**src/rtl/debounce_filter.sv**
```systemverilog
// Debounce filter: the output takes a new input level only after that level has
// been stable for WAIT_CLK consecutive clk cycles behind a SYNC_STAGES-deep input register.
module debounce_filter #(
    parameter int WAIT_CLK    = 10,
    parameter int SYNC_STAGES = 1
) (
    input  logic sig,
    input  logic clk,
    output logic debc_sig,
    input  logic rst
);

    localparam int CNT_W = $clog2(WAIT_CLK + 1);
    localparam logic [CNT_W-1:0] CNT_LAST = CNT_W'(WAIT_CLK - 1);

    logic [SYNC_STAGES-1:0] sync_q;
    logic [CNT_W-1:0]       cnt;
    logic [CNT_W-1:0]       cnt_d;
    logic                   debc_q;
    logic                   debc_d;
    logic                   s_q;

    assign s_q      = sync_q[SYNC_STAGES-1];
    assign debc_sig = debc_q;

    // Stage 0: input synchroniser chain
    always_ff @(posedge clk) begin
        if (rst) begin
            sync_q <= '0;
        end else begin
            sync_q[0] <= sig;
            for (int i = 1; i < SYNC_STAGES; i++) begin
                sync_q[i] <= sync_q[i-1];
            end
        end
    end

    // Any return of s_q to the accepted level discards the partial count
    always_comb begin
        cnt_d  = cnt;
        debc_d = debc_q;
        if (s_q == debc_q) begin
            cnt_d = '0;
        end else if (cnt == CNT_LAST) begin
            debc_d = s_q;
            cnt_d  = '0;
        end else begin
            cnt_d = cnt + CNT_W'(1);
        end
    end

    // Stage 1: stability counter and accepted output level
    always_ff @(posedge clk) begin
        if (rst) begin
            cnt    <= '0;
            debc_q <= 1'b0;
        end else begin
            cnt    <= cnt_d;
            debc_q <= debc_d;
        end
    end

endmodule

```
**config.mk**
```make
export PLATFORM = sky130hd
export DESIGN_NAME = debounce_filter
export DESIGN_NICKNAME = d
export VERILOG_FILES = /design/src/rtl/debounce_filter.sv
export SDC_FILE = /design/constraint.sdc
export NUM_CORES = 1
export LEC_CHECK = 0
export BUFFER_PORTS_ARGS = -buffer_cell sky130_fd_sc_hd__buf_2
export CAP_MARGIN = 20
export CORE_AREA = 2 2 39 41
export DETAILED_ROUTE_END_ITERATION = 8
export DIE_AREA = 0 0 41 43
export GPL_TIMING_DRIVEN = 0
export PLACE_DENSITY = 0.44
export SYNTH_ARGS = -nofsm -noshare
export SYNTH_HDL_FRONTEND = slang
export SYNTH_SLANG_ARGS = --single-unit
```
**constraint.sdc**
```tcl
create_clock -name clk -period 1.38 [get_ports clk]
set_input_delay 0 -clock clk [delete_from_list [all_inputs] [get_ports clk]]
set_output_delay 0 -clock clk [all_outputs]
set_load 0.02 [all_outputs]
```
==> summary.md, run 1 <==
| Metric | Value |
|---|---|
| Gpl congestion | between 0.5 and 0.6 |
| Fin. Hold Viols | 0 |
| Die Height | ~43 um |
| Vias | between 150 and 200 |
| Vias per inst | around 3.7 |
| RSZ-0062 raised after global routing | no |
| Grt ovf | 0 |
| Slowest CP cell | dfxtp_1 |
| Final Util | a little under a quarter |
| CTS max path bufs | 2 |
| Seq/Total Area, Yosys | between 40% and 50% |
| Maximum VDD drop | slightly above 500 uV |
| Cts hold-fix bufs | 2 |
| Initial antenna violation count | 0 |
| HP Class | reg2reg |
| Max_cap viols | 0 |
| DRC viols | 0 |
| Inserted Clock Buffers | 3 |
| Setup violators final | 0 |
| Post_cts resized | 0 |
| Outcome | finished, final reports clean |
| Skew-Pair Late Insertion Delay | 0.24 ns |
| Tot Pwr | 348 uW |
| Post-layout min period | between 1 and 1.5 ns |
| Slew Viols, Final | 0 |
| Ports | 4 |
| Starting Density | roughly 18% |
| Crit path launch type | flop |
| CP arrival | roughly 1.2 ns |
| Number of global-route vias before repair | just over 200 |
| Crit path max fanout | 3 |
| Clock Pin Slew Worst Setup and Hold Paths | 0.04 ns |
| Clock Tree Root | clkbuf_4 |
| Relative slew margins | 90.9% |
| Worst-Margin Slew | ~0.13 ns |
| Crit-path cells | inv_1 -> ha_1 -> nand3b_4 -> mux2i_1 -> nor2_1 |
| Library cells used by synthesis | 11 |
| Nets | 37 |
| Largest net degree at the start of global routing | 5 |
| Die width | approximately 41 um |
| GR Util All Layers | approximately 6.9% |
| Post-DRT Antenna Nets | 0 |
| Wire per inst | 8.35 um |
| Diode count | 0 |
| Netlist Area Pre-Place | around 240 um^2 |
| Share of the synthesized area in the top cell type | about half |
| CTS sink count | 6 |
| Die area | approximately 1800 um^2 |
| Mapped Cells | 22 |
| Area leader, netlist | dfxtp_1 |
| Area growth, synth to finish | 32.0% |
| TNS Setup | 0 ns |
| First-pass GRT wire length | roughly 730 um |
| HPWL after detailed placement | approximately 320 um |
| Final Skew | between 0.006 and 0.007 ns |
| Average size of a mapped cell | 11.0 um^2 |
| IO Port Bufs | 3 |
| 1st-iter DRT viols | 0 |
| # rows | 14 |
| Setup Buffers After CTS | 0 |
| Area contributors post-synth | dfxtp_1, ha_1, nand3b_4, nor2_1, xor2_1 |
| Syn_nets | 27 |
| CP Class | reg2reg |
| P_leak | ~0.00017 uW |
| Layout cells sized above 1 | around a quarter |
| Pwr Density | 1090 nW/um^2 |
| CORE AREA | between 1000 and 1500 um^2 |
| Yosys reg bits | 6 |
| Fmax | a little under 1000 MHz |
| H-tree levels | 1 |
| Initial DRT Pass Iterations | 1 |
| Crit. End Element | flop |
| TritonCTS clock tree | done |
| Final WL | roughly 380 um |
| Crit path required time | approximately 1.5 ns |
| CP max stage delay | between 0.3 and 0.4 ns |
| YS warnings | 0 |
| Final Cycle Share | between 70% and 80% |
[critical path: cells and delay by family (launching register included)]
family / cells / cell delay, ns
fa+ha+maj: 1 / 0.21
simple gates: 2 / 0.14
mux: 1 / 0.19
buf+inv: 1 / 0.05
flops: 1 / 0.35
[logic make-up after synthesis]
group                    Yosys count  share of synthesized area, %
multiplexers                       1                          4.12
flip-flops                         6                          49.5
AND/OR/NAND/NOR                    9                          23.7
adder cells (fa/ha/maj)            2                          10.3
XOR/XNOR                           3                          10.8
buffers and inverters              1                          1.54
[registers in the layout (all words and copies together), names as in the netlist]
register  count
cnt           4
debc_sig      1
s_q           1
[synthesized netlist by cell type]
library cell,instances
nor2_1,5
nor2b_1,1
nand3b_4,1
nand3_1,1
xor2_1,2
mux2i_1,1
ha_1,2
nand3b_1,1
xnor2_1,1
dfxtp_1,6
inv_1,1
[cells in the final DEF, fill, tap and decap left out]
master,synthesis,routed
mux2i_1,1,1
dlygate4sd3_1,0,2
clkbuf_4,0,3
dfxtp_1,6,6
buf_2,0,3
inv_1,1,1
nand3b_4,1,1
ha_1,2,2
xnor2_1,1,1
nor2_1,5,5
xor2_1,2,2
nor2b_1,1,1
nand3b_1,1,1
nand3_1,1,1
[power breakdown]
| part | switching [uW] | internal (uW) |
|---|---|---|
| Clock | 55.3 | 97.8 |
| Combinational | 5.76 | 9.24 |
| Sequential | 2.50 | 177 |
[metrics by stage]
step / setup slack, ns / hold slack (ns) / cells / instance area [um^2]
floorplan: 0.411 / 0.0716 / 22 / 243
global placement: 0.387 / 0.185 / 41 / 278
detailed placement: 0.318 / 0.196 / 41 / 278
CTS: 0.317 / 0.471 / 46 / 320
global route: 0.217 / 0.505 / 46 / 320
finish: 0.339 / 0.472 / 46 / 320
[cell type report]
type / instances / area [um^2]
clock buffer: 3 / 22.5
tap: 16 / 20.0
multi-input combinational: 15 / 119
sequential: 6 / 120
timing repair buffer: 5 / 35.0
inverter: 1 / 3.75
fill: 152 / 1060
[final timing paths]
kind / start / end / slack [ns] / cells past startpoint
max: cnt[1]$_SDFF_PP0_ / debc_sig$_SDFFE_PP0P_ / 0.34 / 5
min: cnt[0]$_SDFF_PP0_ / cnt[0]$_SDFF_PP0_ / 0.47 / 1
max reg2reg: cnt[1]$_SDFF_PP0_ / debc_sig$_SDFFE_PP0P_ / 0.34 / 5
min reg2reg: cnt[0]$_SDFF_PP0_ / cnt[0]$_SDFF_PP0_ / 0.47 / 1
[per-layer routing]
| layer | GRT usage (%) | part of all wire (%) | vias to the layer above |
|---|---|---|---|
| met5 | 0 | 0 | - |
| met4 | 8.00 | 0 | 0 |
| met3 | 3.14 | 2.3 | 0 |
| met2 | 11.3 | 64 | 4 |
| met1 | 4.84 | 33 | 79 |
| li1 | - | - | 86 |
Note: power is estimated with default switching activity, not from simulation.
==> inputs of run 2 (changes only) <==
==> constraint.sdc (replaced) <==
create_clock -name clk -period 1 [get_ports clk]
set_input_delay 0 -clock clk [delete_from_list [all_inputs] [get_ports clk]]
set_output_delay 0 -clock clk [all_outputs]
set_load 0.02 [all_outputs]
==> run 2 against run 1 <==
Net effect: critical path depth fell by 1; count of clock-buffer cells in the layout is the same; maximum frequency is 9.6% higher; sequential share of layout area decreased by 1.7 points; largest power group unchanged; utilization grew 1.6 points; sequential power grew 38%; first-iteration DRC count stayed put; cell count increased by 2.2%; setup slack lost 0.29 ns; global-route usage is 0.10 points lower; critical path type unchanged; largest cell class is now multi-input gates; clock skew barely moved; die area unchanged.
==> summary.md, run 2 (synthesis results as in run 1) <==
| Metric | Value |
|---|---|
| Outcome | finished, final reports clean |
| Crit-path cells | ha_4 -> nand3b_4 -> nand3b_1 -> nor2_1 |
| Maximum VDD drop | between 600 and 700 uV |
| Area growth, synth to finish | 41.2% |
| CP delay by family, top | flip-flops |
| Die Height | 43 um |
| GR Util All Layers | about 7% |
| Clock Pin Slew Worst Setup and Hold Paths | approximately 0.040 ns |
| CP arrival | approximately 1.1 ns |
| Die width | 41 um |
| Die area | about 1800 um^2 |
| Placed Cells | roughly 40 |
| Final cell count without fillers | 47 |
| 1st-iter DRT viols | 0 |
| Crit path required time | 1.12 ns |
| Setup violators final | 0 |
| Largest net degree at the start of global routing | 5 |
| TritonCTS clock tree | done |
| Layout cells sized above 1 | 38.7% |
| Max reg flops | 4 |
| Clock Tree Root | clkbuf_4 |
| P_leak | 0.000180 uW |
| CTS sink count | 6 |
| Hold depth | 1 |
| Post-DRT Antenna Nets | 0 |
| DRC viols | 0 |
| Biggest register | cnt |
| WP buf/inv | 0 |
| Nets | 38 |
| Slowest CP cell | dfxtp_2 |
| Diode count | 0 |
| Post-Layout Inst Area | around 340 um^2 |
| Max_cap viols | 0 |
| CP max stage delay | 0.37 ns |
| Ports | 4 |
| Commonest non-fill, non-tap cell in the layout | nor2_1 |
| CTS max path bufs | 2 |
| Crit path max fanout | 4 |
| IO Port Bufs | 3 |
| RSZ-0062 raised after global routing | yes |
| TNS Setup | 0 ns |
| Fmax | about 1100 MHz |
| Vias | around 180 |
| Final Cycle Share | a little over nine tenths |
| Fin. Hold Viols | 0 |
| CORE AREA | about 1400 um^2 |
| Register-to-Register Path Depth | 4 |
| HP Class | reg2reg |
| Worst-Margin Slew | about 0.13 ns |
| Final Util | between 20% and 30% |
| Initial DRT Pass Iterations | 1 |
| Placed Area | ~280 um^2 |
| Slew Viols, Final | 0 |
| Gpl congestion | 0.501 |
| Inserted Clock Buffers | 3 |
| Final Skew | approximately 0.0060 ns |
| Crit. End Element | flop |
| Pwr Density | 1410 nW/um^2 |
| CP Depth | 4 |
| H-tree levels | 1 |
| Commonest non-fill, non-tap cells in the layout | nor2_1, dfxtp_1, clkbuf_4, buf_2 |
| Starting Density | between 10% and 20% |
| Number of global-route vias before repair | a little over 200 |
| Final WL | 402 um |
| Wire per inst | about 8.6 um |
| Skew-Pair Late Insertion Delay | approximately 0.24 ns |
| First-pass GRT wire length | slightly above 700 um |
| Vias per inst | roughly 3.7 |
| Relative slew margins | between 90% and 100% |
| # rows | 14 |
| Crit path launch type | flop |
| Grt ovf | 0 |
| Post-layout min period | 0.950 ns |
| HPWL after detailed placement | between 300 and 400 um |
| Initial antenna violation count | 0 |
| CP Class | reg2reg |
run 2: changes by cell type in the layout (fill, tap and decap cells not counted), sizes merged:
| cell | change |
|---|---|
| buf | +1 |
run 2: through the flow:
stage,setup WS (ns),total power (uW),hold WS (ns)
after floorplan,0.0310,260,0.0716
after global routing,-0.0209,504,0.492
after detailed placement,-0.0623,267,0.196
final,0.0501,484,0.478
after CTS,0.00117,495,0.443
after global placement,0.00715,266,0.185
run 2: per-layer routing:
layer | wire length [um] | track usage, % | vias to the layer above
li1 | - | - | 88
met2 | 255 | 11.3 | 4
met3 | 9 | 3.14 | 0
met5 | 0 | 0 | -
met4 | 0 | 8.00 | 0
met1 | 137 | 4.52 | 83
run 2: cell type report:
cell class | count | area, um^2
fillers | 146 | 1040
multi-input cells | 15 | 131
flip-flops and latches | 6 | 123
repair buffers | 6 | 42.5
clock buffers | 3 | 22.5
well taps | 16 | 20.0
inverters | 1 | 3.75
run 2: path summary, 6_finish.rpt:
kind,from,to,slack (ns)
worst max-delay path,cnt[0]$_SDFF_PP0_,cnt[1]$_SDFF_PP0_,0.05
worst min-delay path,cnt[0]$_SDFF_PP0_,cnt[0]$_SDFF_PP0_,0.48
worst max register to register,cnt[0]$_SDFF_PP0_,cnt[1]$_SDFF_PP0_,0.05
worst min register to register,cnt[0]$_SDFF_PP0_,cnt[0]$_SDFF_PP0_,0.48
run 2: worst register-to-register path, delay by kind of cell (launching register included):
family	cells	cell delay, ns
simple gates	3	0.31
flops	1	0.37
fa+ha+maj	1	0.15
run 2: repair_timing:
item | 4_1_cts | 5_1_grt
hold endpoints to repair | 2 | 0
gates resized for setup | 3 | 2
hold buffers | 2 | 0
endpoints found under the setup margin | 5 | 5
buffers inserted | 1 | 0
pin swaps | 1 | 2
run 2: report_power, final:
| part | total [uW] | switching (uW) | internal (uW) |
|---|---|---|---|
| clock | 211 | 75.9 | 135 |
| combinational | 23.5 | 8.58 | 14.9 |
| sequential | 249 | 4.29 | 245 |
| total | 484 | 88.8 | 395 |
